==> src/rtl/bit_serial_pkg.sv <==
// Shared constants for the bit-serial adder: state encoding and default width.
package bit_serial_pkg;

  localparam int   DEFAULT_WIDTH = 8;
  localparam logic ST_IDLE       = 1'b0;
  localparam logic ST_SHIFT      = 1'b1;

  typedef enum logic {
    S_IDLE  = ST_IDLE,
    S_SHIFT = ST_SHIFT
  } state_e;

endpackage

==> src/rtl/bit_serial_adder_fa.sv <==
// Single full-adder cell built from two cascaded half-adder stages.
module full_adder_cell (
  input  logic a,
  input  logic b,
  input  logic cin,
  output logic s,
  output logic cout
);

  logic p1;
  logic g1;
  logic g2;

  // First stage adds the operand bits; second stage folds in the carry.
  assign p1   = a ^ b;
  assign g1   = a & b;
  assign s    = p1 ^ cin;
  assign g2   = p1 & cin;
  assign cout = g1 | g2;

endmodule

==> src/rtl/bit_serial_adder.sv <==
// Serial adder: one sum bit per clock, LSB first, with start/done handshake.
module bit_serial_adder
  import bit_serial_pkg::*;
#(
  parameter int WIDTH = DEFAULT_WIDTH
) (
  input  logic             clk,
  input  logic             rst,
  input  logic             start,
  input  logic [WIDTH-1:0] A,
  input  logic [WIDTH-1:0] B,
  input  logic             cin,
  output logic             busy,
  output logic             done,
  output logic [WIDTH-1:0] sum,
  output logic             carry
);

  // Extra counter bit keeps the count from wrapping within one operation.
  localparam int            CW   = $clog2(WIDTH) + 1;
  localparam logic [CW-1:0] LAST = CW'(WIDTH - 1);

  state_e           state_q, state_d;
  logic [WIDTH-1:0] a_q, a_d;
  logic [WIDTH-1:0] b_q, b_d;
  logic [WIDTH-1:0] sum_q, sum_d;
  logic [CW-1:0]    cnt_q, cnt_d;
  logic             c_q, c_d;
  logic             busy_q, busy_d;
  logic             done_q, done_d;
  logic             carry_q, carry_d;

  logic             fa_s;
  logic             fa_cout;

  full_adder_cell u_fa (
    .a    (a_q[0]),
    .b    (b_q[0]),
    .cin  (c_q),
    .s    (fa_s),
    .cout (fa_cout)
  );

  always_ff @(posedge clk) begin
    if (rst) begin
      state_q <= S_IDLE;
      a_q     <= '0;
      b_q     <= '0;
      sum_q   <= '0;
      cnt_q   <= '0;
      c_q     <= 1'b0;
      busy_q  <= 1'b0;
      done_q  <= 1'b0;
      carry_q <= 1'b0;
    end else begin
      state_q <= state_d;
      a_q     <= a_d;
      b_q     <= b_d;
      sum_q   <= sum_d;
      cnt_q   <= cnt_d;
      c_q     <= c_d;
      busy_q  <= busy_d;
      done_q  <= done_d;
      carry_q <= carry_d;
    end
  end

  always_comb begin
    state_d = state_q;
    a_d     = a_q;
    b_d     = b_q;
    sum_d   = sum_q;
    cnt_d   = cnt_q;
    c_d     = c_q;
    busy_d  = busy_q;
    done_d  = 1'b0;
    carry_d = carry_q;

    unique case (state_q)
      S_IDLE: begin
        if (start) begin
          a_d     = A;
          b_d     = B;
          c_d     = cin;
          cnt_d   = '0;
          busy_d  = 1'b1;
          state_d = S_SHIFT;
        end
      end
      S_SHIFT: begin
        sum_d = {fa_s, sum_q[WIDTH-1:1]};
        a_d   = a_q >> 1;
        b_d   = b_q >> 1;
        c_d   = fa_cout;
        cnt_d = cnt_q + CW'(1);
        if (cnt_q == LAST) begin
          carry_d = fa_cout;
          done_d  = 1'b1;
          busy_d  = 1'b0;
          state_d = S_IDLE;
        end
      end
      default: state_d = S_IDLE;
    endcase
  end

  assign busy  = busy_q;
  assign done  = done_q;
  assign sum   = sum_q;
  assign carry = carry_q;

endmodule

==> config.mk <==
export PLATFORM = sky130hd
export DESIGN_NAME = bit_serial_adder
export DESIGN_NICKNAME = d
export VERILOG_FILES = /design/src/rtl/bit_serial_pkg.sv /design/src/rtl/bit_serial_adder_fa.sv /design/src/rtl/bit_serial_adder.sv
export SDC_FILE = /design/constraint.sdc
export NUM_CORES = 1
export LEC_CHECK = 0
export CORE_MARGIN = 3
export CORE_UTILIZATION = 36
export CTS_BUF_LIST = sky130_fd_sc_hd__clkbuf_8
export CTS_CLUSTER_DIAMETER = 40
export CTS_CLUSTER_SIZE = 30
export DETAILED_ROUTE_END_ITERATION = 16
export PLACE_DENSITY_LB_ADDON = 0.08
export RECOVER_POWER = 100
export SLEW_MARGIN = 15
export SYNTH_ARGS = -nofsm -noshare
export SYNTH_HDL_FRONTEND = slang
export SYNTH_SLANG_ARGS = --single-unit
==> constraint.sdc <==
create_clock -name clk -period 1.83 [get_ports clk]
set_input_delay 0.549 -clock clk [delete_from_list [all_inputs] [get_ports clk]]
set_output_delay 0.549 -clock clk [all_outputs]
set_load 0.02 [all_outputs]
==> flow_summary.ini, run 1 <==
[place]
place.gp.congestion = 0.6984
placedInstanceArea_um2 = 1877
dp.cells = 227
portBuffers = 30
placement.setup.worst_slack_ps = -12.74
dp_hpwl_um = 1955

[setup_path]
endpoint_kind = primary output
crit_path_cell_chain = clkdlybuf4s50_1
path_max_fanout = 2
crit_cells = 1
crit-reg2reg-launch = state_q
cp_slowest_cell = sky130_fd_sc_hd__clkdlybuf4s50_1
rr_worst_depth = 3
path_delay_family = buffers and inverters
critical-path-max-stage-delay_ps = 600
ff_to_ff_end = sum[5]
worstSetupEndpoint = carry
worst-path-buf-inv = 1
worstPathArrival_ps = 1200
critical_setup_path_kind = reg -> out
regToRegSetupSlack_ps = 560
timing.critical_path.required_ps = 1280
worst_setup_path_startpoint = carry
setup.worst_path.start_class = register

[power_and_ir_drop]
switching_share = 0.2351
vdd.ir_drop.worst_uv = 322.5
static-leakage-power_nw = 0.7495
cell_internal_pwr_mw = 1.206
combinationalPowerShare = 0.131
clkPwrFrac = 0.379
power.density_cell_area_nw_per_um2 = 840.7
p_switching_uw = 370.7
fin_total_pwr_mw = 1.577
p_seq_frac = 0.490

[synth]
synthDominantCellAreaShare = 0.4317
mappedNetlistNets = 175
synth-main-ff-cell = sky130_fd_sc_hd__dfxtp_1
library_cells_used_by_synthesis = 26
ys_seq_area_frac = 0.4317
synth.top_cells.by_area = sky130_fd_sc_hd__dfxtp_1 43%, sky130_fd_sc_hd__mux2_4 9.8%, sky130_fd_sc_hd__mux2i_1 6.5%, sky130_fd_sc_hd__a21oi_2 5.7%, sky130_fd_sc_hd__nand2_1 5.4%
async_reset_ff_frac = 0
synthesized_flop_and_latch_total = 33
syn_inst = 153
mappedNetlistArea_um2 = 1530
count_of_flip_flops_with_a_built_in_enable_after_synthesis = 0
syn_area_per_cell_um2 = 10.00
synth-warning-count = 0
yosysTopAreaCell = sky130_fd_sc_hd__dfxtp_1

[layout]
layoutNonFillerInstCount = 235
layout.nets = 206
share_of_cells_above_drive_strength_1 = 0.1838
diodes = 0
utilization = 0.4622
syn2layout_area_growth_pct = 22.57
layout_common_cells = 33 x sky130_fd_sc_hd__dfxtp_1, 22 x sky130_fd_sc_hd__nand2_1, 21 x sky130_fd_sc_hd__a21oi_1, 21 x sky130_fd_sc_hd__clkdlybuf4s50_1, 13 x sky130_fd_sc_hd__nor2_1
postLayoutCellArea_um2 = 1876
most_common_library_cell_in_the_layout_ignoring_fill_and_taps = sky130_fd_sc_hd__dfxtp_1

[sta]
finalCritPeriodShare = 0.9582
finalMaxSlewViolations = 0
final.hold.worst_slack_ps = 457.6
final.min_clock_period_ps = 1754
finalSetupTns_ps = 0
final.setup_skew_ps = 1.786
tightest_slew_ps = 676.2
relSlewSlack = 0.5492
finalWorstSetupSlack_ps = 76.42
max_freq_ghz = 0.5703
hold_viol = 0
setup_viol = 0
rsz0062_at_grt = no

[worst_hold_path]
hp-class = reg -> reg
min_delay_path_depth = 2

[grt]
pin_count_of_the_biggest_net_entering_global_routing = 34
grtUsageTotal = 0.1342
first_global_vias = 1181
globalRoute.totalOverflow = 0
grt_antenna_before_repair = 0
first_pass_grt_wire_length_um = 5361

[outcome]
run_status = completed

[clock_network]
clk_tree_root_cell = sky130_fd_sc_hd__clkbuf_8
holdBufCountCts = 0
clock_sinks = 33
clock_latency_of_the_later_clocked_register_in_the_worst_skew_pair_ps = 280
cts_htree_levels = 2
clock_path_buffers = 2
cts_buffers = 5
tritoncts = yes
clkSlewWorstSetupHoldPaths_ps = 70

[drt]
drt_pre_antenna_iters = 4
post_route_antenna_net_violation_count = 0
detail_route.wirelength_um = 2920
drc_violations = 0
via_count = 1143
viasPerCell = 4.864
wire_per_inst_um = 12.43
drt-initial-drc-count = 65

[job]
max_cap_violations = 0

[floorplanning]
fp.dieW_um = 71.20
design.portCount = 31
total_die_area_um2 = 5069
placement_rows = 23
die-height_um = 71.20
initial_core_util = 0.3771
floorplan.core_area_um2 = 4058
-- layout make-up --
type                       count  area, um^2
fill                         416        2182
inverter                       2       21.27
clock inverter                 1       5.005
timing repair buffer          35       297.8
multi-input combinational    107       732.0
clock buffer                   7       96.34
sequential                    33       660.6
tap                           50       62.56
-- tightest hold or removal path, stage by stage (launching register included) --
cell and delay, ps:
sky130_fd_sc_hd__dfxtp_1 310, sky130_fd_sc_hd__nand2_1 50, sky130_fd_sc_hd__a21oi_1 50
-- how the worst min path moves through the flow --
stage | from | end | slack, ps
floorplan | a_q[3] | a_q[2] | 440
global placement | a_q[3] | a_q[2] | 450
detailed placement | a_q[4] | a_q[3] | 450
CTS | a_q[4] | a_q[3] | 460
global route | a_q[4] | a_q[3] | 480
finish | carry | carry | 460
-- layer usage --
metal,GRT usage,vias to the layer above,share of wire
li1,-,577,-
met2,0.2102,29,0.48
met4,0.06263,0,0.018
met1,0.1653,532,0.45
met3,0.04545,5,0.053
met5,0,-,0
-- Yosys cell counts, drive strengths merged (3+ instances only) --
master and n:
dfxtp 33, a21oi 21, nand2 32, mux2i 10, nor3 5, buf 6, mux2 15, nor2 13
clkbuf 5, nor3b 3
-- power by group through the flow --
stage / logic, mW / registers (mW) / clock network, mW
2_1_floorplan: 0.157 / 0.784 / 0
3_3_place_gp: 0.225 / 0.786 / 0
3_5_place_dp: 0.229 / 0.788 / 0
4_1_cts: 0.230 / 0.772 / 0.621
5_1_grt: 0.228 / 0.777 / 0.657
6_report: 0.206 / 0.772 / 0.598
-- flip-flops by register name, indices dropped and copies added, names as in the netlist --
name     count
done         1
c_q          1
carry        1
busy         1
a_q          8
cnt_q        4
state_q      1
b_q          8
sum          8
-- what timing repair did --
action,4_1_cts,5_1_grt
gates resized for setup,0,8
endpoints found under the setup margin,0,8
buffers inserted,0,0
-- cell families (layout without fill, tap and decap cells) --
logic type / count (synthesis) / in the layout / share of synthesized area
buf+inv: 13 / 45 / 0.06542
compound gates: 23 / 23 / 0.1022
fa+ha+maj: 2 / 2 / 0.02126
simple gates: 56 / 56 / 0.1733
mux: 25 / 25 / 0.2003
xor+xnor: 1 / 1 / 0.005725
flops: 33 / 33 / 0.4317
Power figures use the tool's default switching activity.
==> run 2, diff against run 1 <==
--- a/config.mk
+++ b/config.mk
@@ -5,12 +5,12 @@
 export SDC_FILE = /design/constraint.sdc
 export NUM_CORES = 1
 export LEC_CHECK = 0
-export CORE_MARGIN = 3
 export CORE_UTILIZATION = 36
 export CTS_BUF_LIST = sky130_fd_sc_hd__clkbuf_8
 export CTS_CLUSTER_DIAMETER = 40
 export CTS_CLUSTER_SIZE = 30
 export DETAILED_ROUTE_END_ITERATION = 16
+export HOLD_SLACK_MARGIN = 0.02
 export PLACE_DENSITY_LB_ADDON = 0.08
 export RECOVER_POWER = 100
 export SLEW_MARGIN = 15
==> flow_summary.ini, run 2 (synthesis gave the netlist of run 1 again) <==
[layout]
diodes = 0
layoutNonFillerInstCount = 235
syn2layout_area_growth_pct = 22.65
share_of_cells_above_drive_strength_1 = 0.1730
layout.nets = 206
layout_common_cells = 33 x sky130_fd_sc_hd__dfxtp_1, 22 x sky130_fd_sc_hd__nand2_1, 22 x sky130_fd_sc_hd__clkdlybuf4s50_1, 20 x sky130_fd_sc_hd__a21oi_1, 13 x sky130_fd_sc_hd__nor2_1
final.fill_count = 412
most_common_library_cell_in_the_layout_ignoring_fill_and_taps = sky130_fd_sc_hd__dfxtp_1
postLayoutCellArea_um2 = 1877

[drt]
drc_violations = 0
top_signal_layer_used = met4
dr_wl_met2_um = 1338
detail_route.wirelength.met1_um = 1343
met3RoutedLength_um = 192
wire_per_inst_um = 12.47
post_route_antenna_net_violation_count = 0
viasPerCell = 4.906
drt_pre_antenna_iters = 4
drt-initial-drc-count = 54
via_count = 1153
detail_route.wirelength_um = 2930

[setup_path]
worstPathArrival_ps = 1220
path_delay_family = buffers and inverters
crit_path_cell_chain = clkdlybuf4s50_1
path_max_fanout = 2
critical-path-max-stage-delay_ps = 610
setup.worst_path.start_class = register
timing.critical_path.required_ps = 1280
critical_setup_path_kind = reg -> out
worst-path-buf-inv = 1
cp_slowest_cell = sky130_fd_sc_hd__clkdlybuf4s50_1
endpoint_kind = primary output

[place]
dp.cells = 227
place.gp.congestion = 0.7184
placedInstanceArea_um2 = 1889
dp_hpwl_um = 1983
portBuffers = 30

[floorplanning]
design.portCount = 31
die-height_um = 67.20
total_die_area_um2 = 4515
placement_rows = 23
initial_core_util = 0.3798
floorplan.core_area_um2 = 4029
fp.dieW_um = 67.20

[grt]
grtUsageTotal = 0.1464
globalRoute.totalOverflow = 0
pin_count_of_the_biggest_net_entering_global_routing = 34
first_global_vias = 1051
grt_antenna_before_repair = 0
first_pass_grt_wire_length_um = 4816

[clock_network]
cts_buffers = 5
cts_htree_levels = 2
tritoncts = yes
clkSlewWorstSetupHoldPaths_ps = 60
clock_path_buffers = 2
clock_sinks = 33
clk_tree_root_cell = sky130_fd_sc_hd__clkbuf_8
clock_latency_of_the_later_clocked_register_in_the_worst_skew_pair_ps = 280

[sta]
setup_viol = 0
finalCritPeriodShare = 0.9669
finalMaxSlewViolations = 0
final.min_clock_period_ps = 1769
max_freq_ghz = 0.5652
hold_viol = 0
relSlewSlack = 0.5511
final.setup_skew_ps = 2.060
rsz0062_at_grt = no
final.hold.worst_slack_ps = 454.3
tightest_slew_ps = 673.4

[power_and_ir_drop]
power.density_cell_area_nw_per_um2 = 787.6
vdd.ir_drop.worst_uv = 371.0
static-leakage-power_nw = 0.7536

[job]
max_cap_violations = 0

[worst_hold_path]
hp-class = reg -> reg

[outcome]
run_status = completed
run 2: changes by cell type in the layout (fill, tap and decap cells not counted), sizes merged:
cell	change
clkbuf	-3
clkdlybuf4s50	+1
clkinv	-1
inv	+3
run 2: cell type report:
| cell class | instances | area (um^2) | area share |
|---|---|---|---|
| clock buffer | 5 | 68.82 | 0.03667 |
| clock inverter | 3 | 11.26 | 0.006000 |
| inverter | 2 | 21.27 | 0.01133 |
| multi-input combinational | 107 | 735.7 | 0.3920 |
| sequential | 33 | 660.6 | 0.3520 |
| tap | 50 | 62.56 | 0.03333 |
| timing repair buffer | 35 | 316.6 | 0.1687 |
run 2: power breakdown:
group	leakage [nW]	internal, mW	switching [mW]	total [mW]
Sequential	0.269	0.749	0.0234	0.773
Combinational	0.432	0.124	0.0909	0.215
Clock	0.0519	0.253	0.238	0.490
run 2: what timing repair did:
action                     in CTS  in global routing
setup endpoints to repair       0                  7
hold buffers                    0                  0
buffers inserted                0                  0
gates resized for setup         0                  7
run 2: worst paths after layout:
path,startpoint,cells after the start,slack (ps),end
worst max-delay path,busy,1,60,busy
worst min-delay path,a_q[1],2,450,a_q[0]
worst max register to register,state_q,3,540,busy
worst min register to register,a_q[1],2,450,a_q[0]
run 2: layer usage:
| layer | vias up | GRT usage |
|---|---|---|
| met5 | - | 0 |
| met4 | 0 | 0.07181 |
| met3 | 6 | 0.05574 |
| met2 | 32 | 0.2350 |
| met1 | 538 | 0.1696 |
| li1 | 577 | - |
run 2: metrics by stage:
step           setup WS, ps  setup TNS [ps]  utilization  total power, mW
6_report              60.63               0       0.4658            1.478
2_1_floorplan         530.1               0            -           0.9411
4_1_cts               3.014               0       0.4888            1.527
3_5_place_dp         -6.016          -6.016       0.4689            1.022
3_3_place_gp          8.982               0       0.4689            1.016
5_1_grt               2.488               0       0.4658            1.562
